`config.mk`:
```
export PLATFORM = sky130hd
export DESIGN_NAME = scl_generate_flat
export DESIGN_NICKNAME = d
export VERILOG_FILES = /design/src/rtl/scl_generate_if.sv /design/src/rtl/scl_generate.sv /design/src/flat_wrapper.sv
export SDC_FILE = /design/constraint.sdc
export NUM_CORES = 1
export LEC_CHECK = 0
export ABC_AREA = 1
export CAP_MARGIN = 10
export CORE_AREA = 2 2 49 51
export CTS_BUF_LIST = sky130_fd_sc_hd__clkbuf_8
export DETAILED_ROUTE_END_ITERATION = 8
export DIE_AREA = 0 0 51 53
export GPL_TIMING_DRIVEN = 0
export PLACE_DENSITY = 0.7
export SETUP_SLACK_MARGIN = 0.2
export SLEW_MARGIN = 30
export SYNTH_ARGS = -nofsm -noshare
export SYNTH_HDL_FRONTEND = slang
export SYNTH_SLANG_ARGS = --single-unit
export TNS_END_PERCENT = 1
```
`constraint.sdc`:
```
create_clock -name clk -period 2.7 [get_ports clk]
set_input_delay 0.27 -clock clk [delete_from_list [all_inputs] [get_ports clk]]
set_output_delay 0.27 -clock clk [all_outputs]
set_load 0.05 [all_outputs]
```
`src/rtl/scl_generate_if.sv`:
```
// Bundle of signals between the I2C master FSM and the SCL timing generator.
// The master drives the state and counter clears; the generator returns SCL and the bit-timing strobes.
interface scl_generate_if;
    logic [3:0] state_master;
    logic       rst_count;
    logic       rst_count_2;
    logic       scl_in;
    logic       scl;
    logic [6:0] count_ctrl;
    logic [3:0] count;
    logic       wait_for_sync;
    logic       add_sent;
    logic       data_sent;
    logic       data_received;
    logic       stretching;

    modport master (
        output state_master, rst_count, rst_count_2, scl_in,
        input  scl, count_ctrl, count, wait_for_sync, add_sent,
               data_sent, data_received, stretching
    );

    modport slave (
        input  state_master, rst_count, rst_count_2, scl_in,
        output scl, count_ctrl, count, wait_for_sync, add_sent,
               data_sent, data_received, stretching
    );
endinterface

```
`src/rtl/scl_generate.sv`:
```
// SCL waveform and bit-timing generator for an I2C master.
// It counts clk phases within each bit period, counts bits within a byte, and stalls while a slave stretches SCL.
module scl_generate #(
    parameter int T_LOW    = 6,
    parameter int T_HIGH   = 4,
    parameter int T_HD_STA = 4,
    parameter int ADDR_LEN = 7,
    parameter int DATA_LEN = 8
) (
    input logic          clk,
    input logic          rst,
    scl_generate_if.slave bus
);
    typedef enum logic [3:0] {
        ST_IDLE           = 4'd0,
        ST_READY          = 4'd1,
        ST_SEND_ADDRESS   = 4'd2,
        ST_CHECK_ACK_ADDR = 4'd3,
        ST_WRITE_DATA     = 4'd4,
        ST_CHECK_ACK_DATA = 4'd5,
        ST_READ_DATA      = 4'd6,
        ST_SEND_ACK       = 4'd7,
        ST_STOP           = 4'd8
    } state_t;

    localparam int         PERIOD     = T_LOW + T_HIGH;
    localparam logic [6:0] PERIOD_M1  = 7'(PERIOD - 1);
    localparam logic [6:0] T_LOW_C    = 7'(T_LOW);
    localparam logic [6:0] T_HD_STA_C = 7'(T_HD_STA);
    localparam logic [3:0] ADDR_LAST  = 4'(ADDR_LEN);
    localparam logic [3:0] DATA_LAST  = 4'(DATA_LEN - 1);

    logic [6:0] count_ctrl_reg, count_ctrl_next;
    logic [3:0] count_reg, count_next;

    logic is_ready;
    logic is_active;
    logic is_idle;
    logic is_bit_state;
    logic high_phase;
    logic period_end;
    logic stall;

    always_comb begin
        is_ready     = (bus.state_master == ST_READY);
        is_active    = (bus.state_master >= ST_SEND_ADDRESS) && (bus.state_master <= ST_STOP);
        is_idle      = !(is_ready || is_active);
        is_bit_state = (bus.state_master == ST_SEND_ADDRESS) ||
                       (bus.state_master == ST_WRITE_DATA)   ||
                       (bus.state_master == ST_READ_DATA);
        high_phase   = (count_ctrl_reg >= T_LOW_C);
        period_end   = (count_ctrl_reg >= PERIOD_M1);
        // A slave holding SCL low during our high phase freezes the bit timing.
        stall        = is_active && high_phase && !bus.scl_in;
    end

    always_comb begin
        count_ctrl_next = count_ctrl_reg;
        count_next      = count_reg;
        if (bus.rst_count || is_idle) begin
            count_ctrl_next = '0;
            count_next      = '0;
        end else begin
            if (!stall) begin
                if (period_end) begin
                    count_ctrl_next = '0;
                    count_next      = count_reg + 4'd1;
                end else begin
                    count_ctrl_next = count_ctrl_reg + 7'd1;
                end
            end
            if (bus.rst_count_2 || !is_bit_state) begin
                count_next = '0;
            end
        end
    end

    always_ff @(posedge clk) begin
        if (rst) begin
            count_ctrl_reg <= '0;
            count_reg      <= '0;
        end else begin
            count_ctrl_reg <= count_ctrl_next;
            count_reg      <= count_next;
        end
    end

    // Strobes decode the registered counters directly so the master sees them in the same cycle.
    always_comb begin
        if (is_ready) begin
            bus.scl = (count_ctrl_reg < T_HD_STA_C);
        end else if (is_active) begin
            bus.scl = high_phase;
        end else begin
            bus.scl = 1'b1;
        end
        bus.count_ctrl    = count_ctrl_reg;
        bus.count         = count_reg;
        bus.stretching    = stall;
        bus.wait_for_sync = is_ready && (count_ctrl_reg == PERIOD_M1);
        bus.add_sent      = (bus.state_master == ST_SEND_ADDRESS) && (count_reg == ADDR_LAST) &&
                            (count_ctrl_reg == PERIOD_M1) && bus.scl_in;
        bus.data_sent     = (bus.state_master == ST_WRITE_DATA) && (count_reg == DATA_LAST) &&
                            (count_ctrl_reg == PERIOD_M1) && bus.scl_in;
        bus.data_received = (bus.state_master == ST_READ_DATA) && (count_reg == DATA_LAST) &&
                            (count_ctrl_reg == PERIOD_M1) && bus.scl_in;
    end
endmodule

```
`src/flat_wrapper.sv`:
```
// flat-port wrapper written by rule: the top's interface ports become plain ports
module scl_generate_flat 
#(
    parameter int T_LOW    = 6,
    parameter int T_HIGH   = 4,
    parameter int T_HD_STA = 4,
    parameter int ADDR_LEN = 7,
    parameter int DATA_LEN = 8
)
  (clk, rst, bus_state_master, bus_rst_count, bus_rst_count_2, bus_scl_in, bus_scl, bus_count_ctrl, bus_count, bus_wait_for_sync, bus_add_sent, bus_data_sent, bus_data_received, bus_stretching);
  scl_generate_if bus_i ();
  input logic clk;
  input logic rst;
  input wire logic [$bits(bus_i.state_master)-1:0] bus_state_master;
  input wire logic [$bits(bus_i.rst_count)-1:0] bus_rst_count;
  input wire logic [$bits(bus_i.rst_count_2)-1:0] bus_rst_count_2;
  input wire logic [$bits(bus_i.scl_in)-1:0] bus_scl_in;
  output wire logic [$bits(bus_i.scl)-1:0] bus_scl;
  output wire logic [$bits(bus_i.count_ctrl)-1:0] bus_count_ctrl;
  output wire logic [$bits(bus_i.count)-1:0] bus_count;
  output wire logic [$bits(bus_i.wait_for_sync)-1:0] bus_wait_for_sync;
  output wire logic [$bits(bus_i.add_sent)-1:0] bus_add_sent;
  output wire logic [$bits(bus_i.data_sent)-1:0] bus_data_sent;
  output wire logic [$bits(bus_i.data_received)-1:0] bus_data_received;
  output wire logic [$bits(bus_i.stretching)-1:0] bus_stretching;
  assign bus_i.state_master = bus_state_master;
  assign bus_i.rst_count = bus_rst_count;
  assign bus_i.rst_count_2 = bus_rst_count_2;
  assign bus_i.scl_in = bus_scl_in;
  assign bus_scl = bus_i.scl;
  assign bus_count_ctrl = bus_i.count_ctrl;
  assign bus_count = bus_i.count;
  assign bus_wait_for_sync = bus_i.wait_for_sync;
  assign bus_add_sent = bus_i.add_sent;
  assign bus_data_sent = bus_i.data_sent;
  assign bus_data_received = bus_i.data_received;
  assign bus_stretching = bus_i.stretching;
  scl_generate #(.T_LOW(T_LOW), .T_HIGH(T_HIGH), .T_HD_STA(T_HD_STA), .ADDR_LEN(ADDR_LEN), .DATA_LEN(DATA_LEN)) u_core (.clk(clk), .rst(rst), .bus(bus_i));
endmodule
```
==> flow_summary.rst <==
.. list-table::
   :header-rows: 1

   * - Metric
     - Value
   * - Clock slew at reported path FFs
     - about 0.050 ns
   * - Slowest CP cell
     - sky130_fd_sc_hd__clkdlybuf4s50_1
   * - Number of cells on the worst hold path
     - 2
   * - Combined global-route utilization of all metal layers
     - 13.47%
   * - Routed WL
     - 1707 µm
   * - Effective utilization at floorplan
     - 33.55%
   * - Count of cell types in the netlist
     - 23
   * - CP arrival
     - 2.28 ns
   * - Ranking of synthesized cells by area
     - sky130_fd_sc_hd__dfxtp_1 31%, sky130_fd_sc_hd__nand2_1 13%, sky130_fd_sc_hd__nor2_1 8.9%, sky130_fd_sc_hd__ha_1 6.9%, sky130_fd_sc_hd__nand3_1 6.9%
   * - Detail-routed net length per standard cell
     - between 10 and 15 µm
   * - FMAX
     - 391.4 MHz
   * - Dpl cells
     - 159
   * - Result of the run
     - complete, no violations
   * - Post-Synthesis Mean Instance Area
     - 6.799 µm²
   * - Setup repair after global routing missed its margin
     - yes
   * - Gpl congestion
     - 0.8020
   * - Setup TNS
     - 0 ns
   * - Number of vias per cell after detailed routing
     - approximately 4.8
   * - WP buf/inv
     - 3
   * - Syn. warnings
     - 0
   * - Startpoint class of the critical path
     - input port
   * - Clock root buffer
     - sky130_fd_sc_hd__clkbuf_8
   * - Area after detailed placement
     - 1006 µm²
   * - Startpoint-to-endpoint class of the critical path
     - input port to primary output
   * - Capturing point of the worst reg2reg path
     - u_core.bus.count[3]$_SDFFE_PP0P_
   * - Max capacitance violation total
     - 0
   * - Largest vdd supply drop
     - 0.2382 mV
   * - Number of placed I/O pins
     - 26
   * - Top delay family on crit path
     - buffers and inverters
   * - Post-synth top area share
     - 30.56%
   * - CTS tree
     - done
   * - Number of violations reported at the end of detailed-routing iteration 0
     - 23
   * - Final standard cell count with taps included and fillers excluded
     - roughly 160
   * - #FFs+latches synth
     - 11
   * - Maximum fanout encountered on the critical timing path
     - 4
   * - Final-stage net count
     - 149
   * - CTS Sinks
     - 11
   * - Clock skew
     - 0.0007740 ns
   * - Cell area after layout
     - 1052 µm²
   * - Pwr dens
     - 348.9 nW/µm²
   * - Post-detailed-placement half-perimeter wirelength
     - 1329 µm
   * - Worst-case register-to-register setup slack
     - 1.17 ns
   * - H-tree lvl count
     - 1
   * - Synth-to-Final Area Change
     - 46.01%
   * - LEAKAGE
     - about 0.44 nW
   * - Number of nets in the synthesized netlist
     - roughly 120
   * - Minimum clock period after layout
     - 2.555 ns
   * - Critical R2R Launch
     - u_core.bus.count_ctrl[0]$_SDFFE_PP0N_
   * - WHS
     - approximately 0.46 ns
   * - Most frequent CP cell
     - sky130_fd_sc_hd__clkdlybuf4s50_1
   * - CP Capture Type
     - primary output
   * - CTS Buf Count
     - 3
   * - Core Util, Final
     - 48.98%
   * - Router iterations before antenna repair
     - 4
   * - Flip-flop count of the largest register, all copies and words added
     - 7
   * - Die boundary height
     - 53 µm
   * - Sequential area share after synthesis
     - about 31%
   * - Row count
     - 17
   * - Setup violations, final
     - 0
   * - Synthesized netlist cell count
     - roughly 110
   * - Cells along the critical path
     - clkdlybuf4s50_1 -> inv_1 -> nand2_2 -> nor2_2 -> nand2_1 -> o311ai_1 -> clkdlybuf4s50_1
   * - Tightest slew margin relative to the limit
     - about two thirds
   * - Ratio of final minimum period to clock period
     - 94.62%
   * - Cts hold-fix bufs
     - 0
   * - GRT overflow
     - 0
   * - Number of pins with negative max-slew slack in the final report
     - 0
   * - Syn Std Cell Area
     - 720.7 µm²
   * - Overall die width
     - 51 µm
   * - Number of antenna violations at the first check in global routing
     - 0
   * - Capture endpoint of the worst hold path
     - u_core.bus.count_ctrl[6]$_SDFFE_PP0N_
   * - Wire length of the first global-routing pass
     - about 2700 µm
   * - Inserted Diodes
     - 0
   * - Full die area
     - 2703 µm²
   * - Required time worst endpoint
     - 2.43 ns
   * - Total count of hold-check failures in the final report
     - 0
   * - Maximum single-stage delay on the critical path
     - 0.85 ns
   * - Hold_sp
     - u_core.bus.count_ctrl[6]$_SDFFE_PP0N_
   * - Placeable core region
     - roughly 2100 µm²
   * - Port buffer count
     - 25
   * - Worst-Skew Late Latency
     - 0.23 ns
   * - Number of setup buffers added after CTS
     - 0
   * - Share of post-route cells with drive strength above 1
     - 10.37%
   * - Number of cells traversed by the worst register-to-register path
     - 10
   * - Post-synthesis cell type with the largest combined area
     - sky130_fd_sc_hd__dfxtp_1
   * - Type of the most critical hold path
     - register to register
   * - Worst Tran Pin Value
     - approximately 0.50 ns
   * - Vias in the first global route
     - 667
   * - Maximum count of clock buffers along a single path
     - 2
   * - Post-route DRC violation count
     - 0
   * - Pin count of the biggest net entering global routing
     - 11
   * - Post-route ant nets
     - 0
   * - Vias
     - roughly 780
   * - Beginning of the critical path
     - bus_state_master[3]
[per-layer routing]
metal	vias to the layer above	wire, µm	GRT usage (%)
met3	2	78	2.825
li1	400	-	-
met5	-	0	0
met4	0	27	8.108
met1	358	827	16.64
met2	24	773	21.43
[through the flow]
stage               total power [mW]  setup WS [ns]
floorplan                     0.1913        -0.1766
global placement              0.2123         0.1877
detailed placement            0.2129         0.1476
CTS                           0.3741        0.07684
global route                  0.3850        0.02990
finish                        0.3672         0.1451
[logic make-up after synthesis]
group	share of synthesized area [%]
buffers and inverters	7.813
xor gates and xnor gates	4.862
and+or+nand+nor	39.41
AOI/OAI and AO/OA	10.42
adders and majority gates	6.945
DFF	30.56
[report_power, final]
group / internal [mW] / switching (mW) / total [mW]
Sequential: 0.164 / 0.00131 / 0.165
Clock: 0.0995 / 0.0579 / 0.157
Combinational: 0.0200 / 0.0247 / 0.0448
Total: 0.283 / 0.0839 / 0.367
[worst max path at each step]
stage                              to  cells after the start
global placement              bus_scl                      7
detailed placement            bus_scl                      7
floorplan           bus_wait_for_sync                      3
finish                        bus_scl                      7
CTS                      bus_add_sent                      7
global route            bus_data_sent                      7
[tightest hold or removal path: stages (launching register included)]
cell	delay [ns]
sky130_fd_sc_hd__dfxtp_1	0.32
sky130_fd_sc_hd__nand2_1	0.06
sky130_fd_sc_hd__nor2_1	0.03
[cells in the final DEF (no fill, tap or decap), types with 2 or more instances in the layout]
cell                               n
sky130_fd_sc_hd__a21oi_1           7
sky130_fd_sc_hd__clkbuf_8          3
sky130_fd_sc_hd__clkdlybuf4s50_1  23
sky130_fd_sc_hd__dfxtp_1          11
sky130_fd_sc_hd__ha_1              4
sky130_fd_sc_hd__inv_1            11
sky130_fd_sc_hd__inv_2             2
sky130_fd_sc_hd__nand2_1          25
sky130_fd_sc_hd__nand2_2           2
sky130_fd_sc_hd__nand3_1          10
sky130_fd_sc_hd__nor2_1           17
sky130_fd_sc_hd__nor2_2            2
sky130_fd_sc_hd__nor3_1            2
sky130_fd_sc_hd__xor2_1            3
[cell usage after synthesis]
library cell / count
sky130_fd_sc_hd__nand3_1: 10
sky130_fd_sc_hd__nand4_1: 1
sky130_fd_sc_hd__nor2_2: 2
sky130_fd_sc_hd__nor2_1: 17
sky130_fd_sc_hd__nor3_1: 2
sky130_fd_sc_hd__ha_1: 4
sky130_fd_sc_hd__inv_2: 2
sky130_fd_sc_hd__nand2_4: 1
sky130_fd_sc_hd__nand2_2: 2
sky130_fd_sc_hd__dfxtp_1: 11
sky130_fd_sc_hd__nand2_1: 25
sky130_fd_sc_hd__a21oi_1: 7
sky130_fd_sc_hd__a21oi_2: 1
sky130_fd_sc_hd__xnor2_1: 1
sky130_fd_sc_hd__o21ai_0: 1
sky130_fd_sc_hd__o311ai_0: 1
sky130_fd_sc_hd__xor2_1: 3
sky130_fd_sc_hd__o21ai_2: 1
sky130_fd_sc_hd__o2111ai_1: 1
sky130_fd_sc_hd__nand3_4: 1
sky130_fd_sc_hd__nor4_1: 1
sky130_fd_sc_hd__inv_1: 10
sky130_fd_sc_hd__buf_6: 1
[repair_timing]
| item | 4_1_cts | 5_1_grt |
|---|---|---|
| resized for setup | 1 | 1 |
| endpoints found under the setup margin | 4 | 6 |
| gates cloned | 0 | 0 |
[cell type report]
cell class                 count  area (µm²)
buffer                         1       11.26
clock buffer                   3       41.29
clock inverter                 1       3.754
fill                         223        1096
inverter                      12       45.04
multi-input combinational     82       444.2
sequential                    11       220.2
tap                           28       35.03
timing repair buffer          25       251.5
Power figures use the tool's default switching activity.
